--- src/rtl/cpu_ctrl.sv ---
// cpu_ctrl: instruction-sequencing control unit for the 8-bit accumulator CPU.
// Owns the program counter and instruction register, sequences
// IDLE -> FETCH -> EXEC per instruction (free-run or single-step), decodes the
// 3-bit opcode and drives the datapath strobes during EXEC.
module cpu_ctrl (
    input  logic       clk_i,
    input  logic       reset_i,
    input  logic [7:0] ins_i,
    input  logic [1:0] reg_sw_i,
    input  logic       run_i,
    input  logic       step_i,
    output logic [4:0] pc_o,
    output logic [7:0] ir_o,
    output logic [4:0] addr_o,
    output logic [1:0] alu_op_o,
    output logic       wr_o,
    output logic       wm_o,
    output logic       sw_we_o,
    output logic       halted_o,
    output logic [1:0] state_o
);

    typedef enum logic [1:0] {
        IDLE  = 2'b00,
        FETCH = 2'b01,
        EXEC  = 2'b10,
        HALT  = 2'b11
    } state_t;

    localparam logic [2:0] OP_LDA = 3'b000;
    localparam logic [2:0] OP_STA = 3'b001;
    localparam logic [2:0] OP_ADD = 3'b010;
    localparam logic [2:0] OP_SUB = 3'b011;
    localparam logic [2:0] OP_JMP = 3'b100;
    localparam logic [2:0] OP_JZ  = 3'b101;
    localparam logic [2:0] OP_JC  = 3'b110;
    localparam logic [2:0] OP_HLT = 3'b111;

    localparam logic [1:0] ALU_PASS = 2'b00;
    localparam logic [1:0] ALU_ADD  = 2'b01;
    localparam logic [1:0] ALU_SUB  = 2'b10;

    state_t     state_reg;
    logic [4:0] pc_reg;
    logic [7:0] ir_reg;
    logic       step_q_reg;

    logic [2:0] opcode;
    logic       step_rise;
    logic       jump_taken;
    logic       in_exec;

    assign opcode    = ir_reg[7:5];
    assign in_exec   = (state_reg == EXEC);
    // Only a fresh 0->1 transition of step_i starts an instruction; a held
    // level or an edge that arrived outside IDLE is never remembered.
    assign step_rise = step_i & ~step_q_reg;

    // Branch resolution uses the flags present during this EXEC cycle; an
    // ADD/SUB immediately before has already committed them.
    always_comb begin
        jump_taken = 1'b0;
        case (opcode)
            OP_JMP:  jump_taken = 1'b1;
            OP_JZ:   jump_taken = reg_sw_i[0];
            OP_JC:   jump_taken = reg_sw_i[1];
            default: jump_taken = 1'b0;
        endcase
    end

    // Sequencer: state, program counter, instruction register and step edge history.
    always_ff @(posedge clk_i or negedge reset_i) begin
        if (!reset_i) begin
            state_reg  <= IDLE;
            pc_reg     <= 5'd0;
            ir_reg     <= 8'd0;
            step_q_reg <= 1'b0;
        end else begin
            step_q_reg <= step_i;
            case (state_reg)
                IDLE: begin
                    if (run_i || step_rise) begin
                        state_reg <= FETCH;
                    end
                end
                FETCH: begin
                    // 5-bit increment wraps 31 -> 0 naturally
                    ir_reg    <= ins_i;
                    pc_reg    <= pc_reg + 5'd1;
                    state_reg <= EXEC;
                end
                EXEC: begin
                    if (jump_taken) begin
                        pc_reg <= ir_reg[4:0];
                    end
                    if (opcode == OP_HLT) begin
                        state_reg <= HALT;
                    end else if (run_i) begin
                        state_reg <= FETCH;
                    end else begin
                        state_reg <= IDLE;
                    end
                end
                HALT: begin
                    state_reg <= HALT;
                end
                default: begin
                    state_reg <= IDLE;
                end
            endcase
        end
    end

    // Datapath strobe decode, active only in EXEC.
    always_comb begin
        wr_o     = 1'b0;
        wm_o     = 1'b0;
        sw_we_o  = 1'b0;
        alu_op_o = ALU_PASS;
        if (in_exec) begin
            case (opcode)
                OP_LDA: begin
                    wr_o     = 1'b1;
                    alu_op_o = ALU_PASS;
                end
                OP_STA: begin
                    wm_o = 1'b1;
                end
                OP_ADD: begin
                    wr_o     = 1'b1;
                    sw_we_o  = 1'b1;
                    alu_op_o = ALU_ADD;
                end
                OP_SUB: begin
                    wr_o     = 1'b1;
                    sw_we_o  = 1'b1;
                    alu_op_o = ALU_SUB;
                end
                default: begin
                    wr_o     = 1'b0;
                    wm_o     = 1'b0;
                    sw_we_o  = 1'b0;
                    alu_op_o = ALU_PASS;
                end
            endcase
        end
    end

    assign pc_o     = pc_reg;
    assign ir_o     = ir_reg;
    assign addr_o   = ir_reg[4:0];
    assign state_o  = state_reg;
    assign halted_o = (state_reg == HALT);

endmodule

--- config.mk ---
export PLATFORM = sky130hd
export DESIGN_NAME = cpu_ctrl
export DESIGN_NICKNAME = d
export VERILOG_FILES = /design/src/rtl/cpu_ctrl.sv
export SDC_FILE = /design/constraint.sdc
export NUM_CORES = 1
export LEC_CHECK = 0
export BUFFER_PORTS_ARGS = -buffer_cell sky130_fd_sc_hd__buf_4
export CAP_MARGIN = 20
export CORE_MARGIN = 4
export CORE_UTILIZATION = 45
export DETAILED_ROUTE_END_ITERATION = 6
export PLACE_DENSITY = 0.74
export SYNTH_ARGS = -nofsm -noshare
export SYNTH_HDL_FRONTEND = slang
export SYNTH_SLANG_ARGS = --single-unit
--- constraint.sdc ---
create_clock -name clk_i -period 1.5 [get_ports clk_i]
set_input_delay 0.3 -clock clk_i [delete_from_list [all_inputs] [get_ports clk_i]]
set_output_delay 0.3 -clock clk_i [all_outputs]
set_load 0.005 [all_outputs]
==> metrics.yaml <==
status:
  status: "complete, but fails checks"
  failed_checks: "setup timing"
clock_tree:
  cts_max_level: 1
  cts_buffers: 3
  clock-sinks: 16
  cts_root_buf: "clkbuf_4"
  clock_latency_ns: 0.28
  clockBufferDepth: 2
  clk_pin_slew_worst_paths_ns: 0.09
  tritoncts: "done"
job:
  drv_cap: 0
grt:
  grt_pass1_wl_mm: 4.27
  track_usage_pct: 20.6
  grt_remaining_overflow: 0
  grt_pass1_vias: 897
  antenna_found_initial: 0
  grt_max_degree: 17
timing:
  timing.final.hold_violations: 0
  drv_slew: 0
  post-route-period-util_pct: 109
  tightest_slew_ns: 0.312
  relSlewSlack_pct: 79.2
  tns_ns: -0.763
  setup_viol: 8
  post-route-min-period_ns: 1.63
  setup_ws_ns: -0.134
  rsz0062_at_grt: "yes"
  skew_ns: 0.00184
  max_freq_mhz: 612
power_and_ir_drop:
  p_per_area_mw_per_mm2: 2260
  share_seq_of_total_power_pct: 27.2
  net-switching-power_mw: 1.27
  leakage_nw: 0.764
  netSwitchingFraction_pct: 38.6
  p_total_mw: 3.28
  vdd_drop_max_mv: 1.27
  combPwrFrac_pct: 64.3
  clock_power_share_pct: 8.5
  power.internal_mw: 2.01
placed_design:
  numPortBuffers: 39
  place_ws_ns: 0.0622
  globalplace.congestion: 0.854
  dp_hpwl_mm: 1.81
worst_setup_path:
  worst_path_max_delay_cell: "dfrtp_1"
  critPathKind: "flop to primary output"
  timing.rr.start: "state_o[0]$_DFFE_PN0P_"
  cp_data_arrival_time_ns: 1.33
  cp-start-kind: "flop"
  path_max_fanout: 2
  r2r_slack_ns: -0.06
  required_ns: 1.20
  crit_chain: "nand2b_4 > nor2_4 > and2_4 > and2b_1 > buf_4"
  cpPeakStageDelay_ns: 0.40
  endpoint_kind: "primary output"
  r2r_end: "pc_o[3]$_DFFE_PN0P_"
  ff2ff_path_depth: 7
  critPathLaunch: "state_o[0]$_DFFE_PN0P_"
die:
  io_pins: 40
  die_width_um: 52.6
  row_count: 15
  core_mm2: 0.00180
  dieArea_mm2: 0.00277
  die_h_um: 52.6
  initial_core_util_pct: 49.7
route:
  drt-pass1-iter-count: 4
  drt_iter0_markers: 12
  wl_per_cell_um: 14.5
  via_per_inst: 5.18
  drc: 0
  routed_wl_mm: 2.67
  antenna_left: 0
  vias: 954
yosys:
  syn_area_per_cell_um2: 8.70
  synthCells: 103
  synthesis.nets: 118
  ys_warn_count: 0
  synthDistinctLibCells: 31
  synth_top_cell_by_area: "dfrtp_1"
  async_reset_ff_share_pct: 100
  synthTopCellsByArea: "dfrtp_1 45%, nand2_1 10%, nand3_1 4.5%"
  yosysSeqAreaShare_pct: 44.7
  synth.cell_area_um2: 896
  ys_ff_latch: 16
  synth_top_area_share_pct: 44.7
  ys.flop_type: "dfrtp_1"
  synth_edf_count: 0
cells_and_area:
  antennaDiodeCount: 0
  drive_above_1_share_pct: 47.8
  syn_to_final_growth_pct: 62.2
  largest_reg_flops: 8
  fill_cells: 133
  nets: 175
hold_path:
  holdPathStages: 1
  min_from: "step_i"
  holdPathEnd: "step_q_reg$_DFF_PN0_"
  worstHoldPathType: "input pin to flop"
-- kinds of logic (layout without fill, tap and decap cells) --
family / Yosys count / after routing / synth area share [%]
simple gates: 58 / 58 / 32.3
flops: 16 / 16 / 44.7
fa+ha+maj: 1 / 1 / 1.40
compound gates: 18 / 18 / 15.1
buf+inv: 10 / 66 / 6.56
-- per-stage QoR --
stage                     instance area, um^2  hold WS, ns  std cells  utilization [%]
after floorplan                           896      0.00441        103                -
after global placement                   1250        0.171        170             69.7
after detailed placement                 1250        0.171        170             69.7
after CTS                                1380        0.125        179             76.4
after global routing                     1450        0.125        184             80.6
final                                    1450        0.135        184             80.6
-- critical path, delay by kind of cell (launching register included) --
family / cells / cell delay (ns)
buffers and inverters: 1 / 0.11
DFF: 1 / 0.40
and+or+nand+nor: 4 / 0.54
-- cell type report --
type,count,area (um^2),area share (%)
clock buffers,4,36.3,2.50
repair buffers,61,494,34.0
multi-input cells,77,485,33.4
well taps,25,31.3,2.15
flip-flops and latches,16,402,27.6
inverters,1,3.75,0.258
-- power groups by stage --
stage	clock network, mW	logic [mW]	registers, mW
CTS	0.290	1.90	0.880
floorplan	0	0.868	0.879
global route	0.313	2.30	0.924
detailed placement	0	1.67	0.895
global placement	0	1.64	0.886
finish	0.279	2.11	0.891
-- metal layers --
| metal | vias up | share of wire (%) | track usage [%] |
|---|---|---|---|
| met5 | - | 0 | 0 |
| met4 | 0 | 0.52 | 3.83 |
| met3 | 2 | 3.8 | 3.70 |
| met2 | 22 | 52 | 35.3 |
| met1 | 462 | 44 | 27.1 |
| li1 | 468 | - | - |
-- cells in the mapped netlist (all sizes together), types with 2 or more instances --
cell / number
o211ai: 2
nor2: 4
clkbuf: 2
a21o: 3
nand2: 25
o21ai: 2
dfrtp: 16
and3: 3
a21oi: 3
buf: 7
nor2b: 3
a211oi: 2
and2: 3
nand2b: 3
and2b: 3
nor3: 2
nand3b: 2
nand3: 8
-- how the worst max path moves through the flow --
stage,endpoint,slack (ns)
after floorplan,pc_o[3]$_DFFE_PN0P_,0.10
after global placement,pc_o[3]$_DFFE_PN0P_,0.10
after detailed placement,alu_op_o[0],0.06
after CTS,alu_op_o[0],-0.09
after global routing,alu_op_o[0],-0.21
final,alu_op_o[0],-0.13
-- repair_timing --
item                                    4_1_cts  5_1_grt
setup buffers                                 5        5
endpoints found under the setup margin        5        7
pin swaps                                     0        3
hold endpoints to repair                     16        0
gates resized for setup                      12       11
hold buffers                                  1        0
-- cell usage in the layout, fill, tap and decap left out, types with 2 or more instances in the layout --
master / n
and2_4: 3
nand2b_4: 2
clkbuf_4: 3
buf_6: 9
nor2_1: 3
dfrtp_1: 15
nor2b_1: 2
and3_1: 3
o211ai_1: 2
a211oi_1: 2
a21o_1: 3
buf_4: 51
nand2_1: 25
nand3b_1: 2
a21oi_1: 2
nand3_1: 8
and2b_1: 2
(Power assumes the default switching activity.)
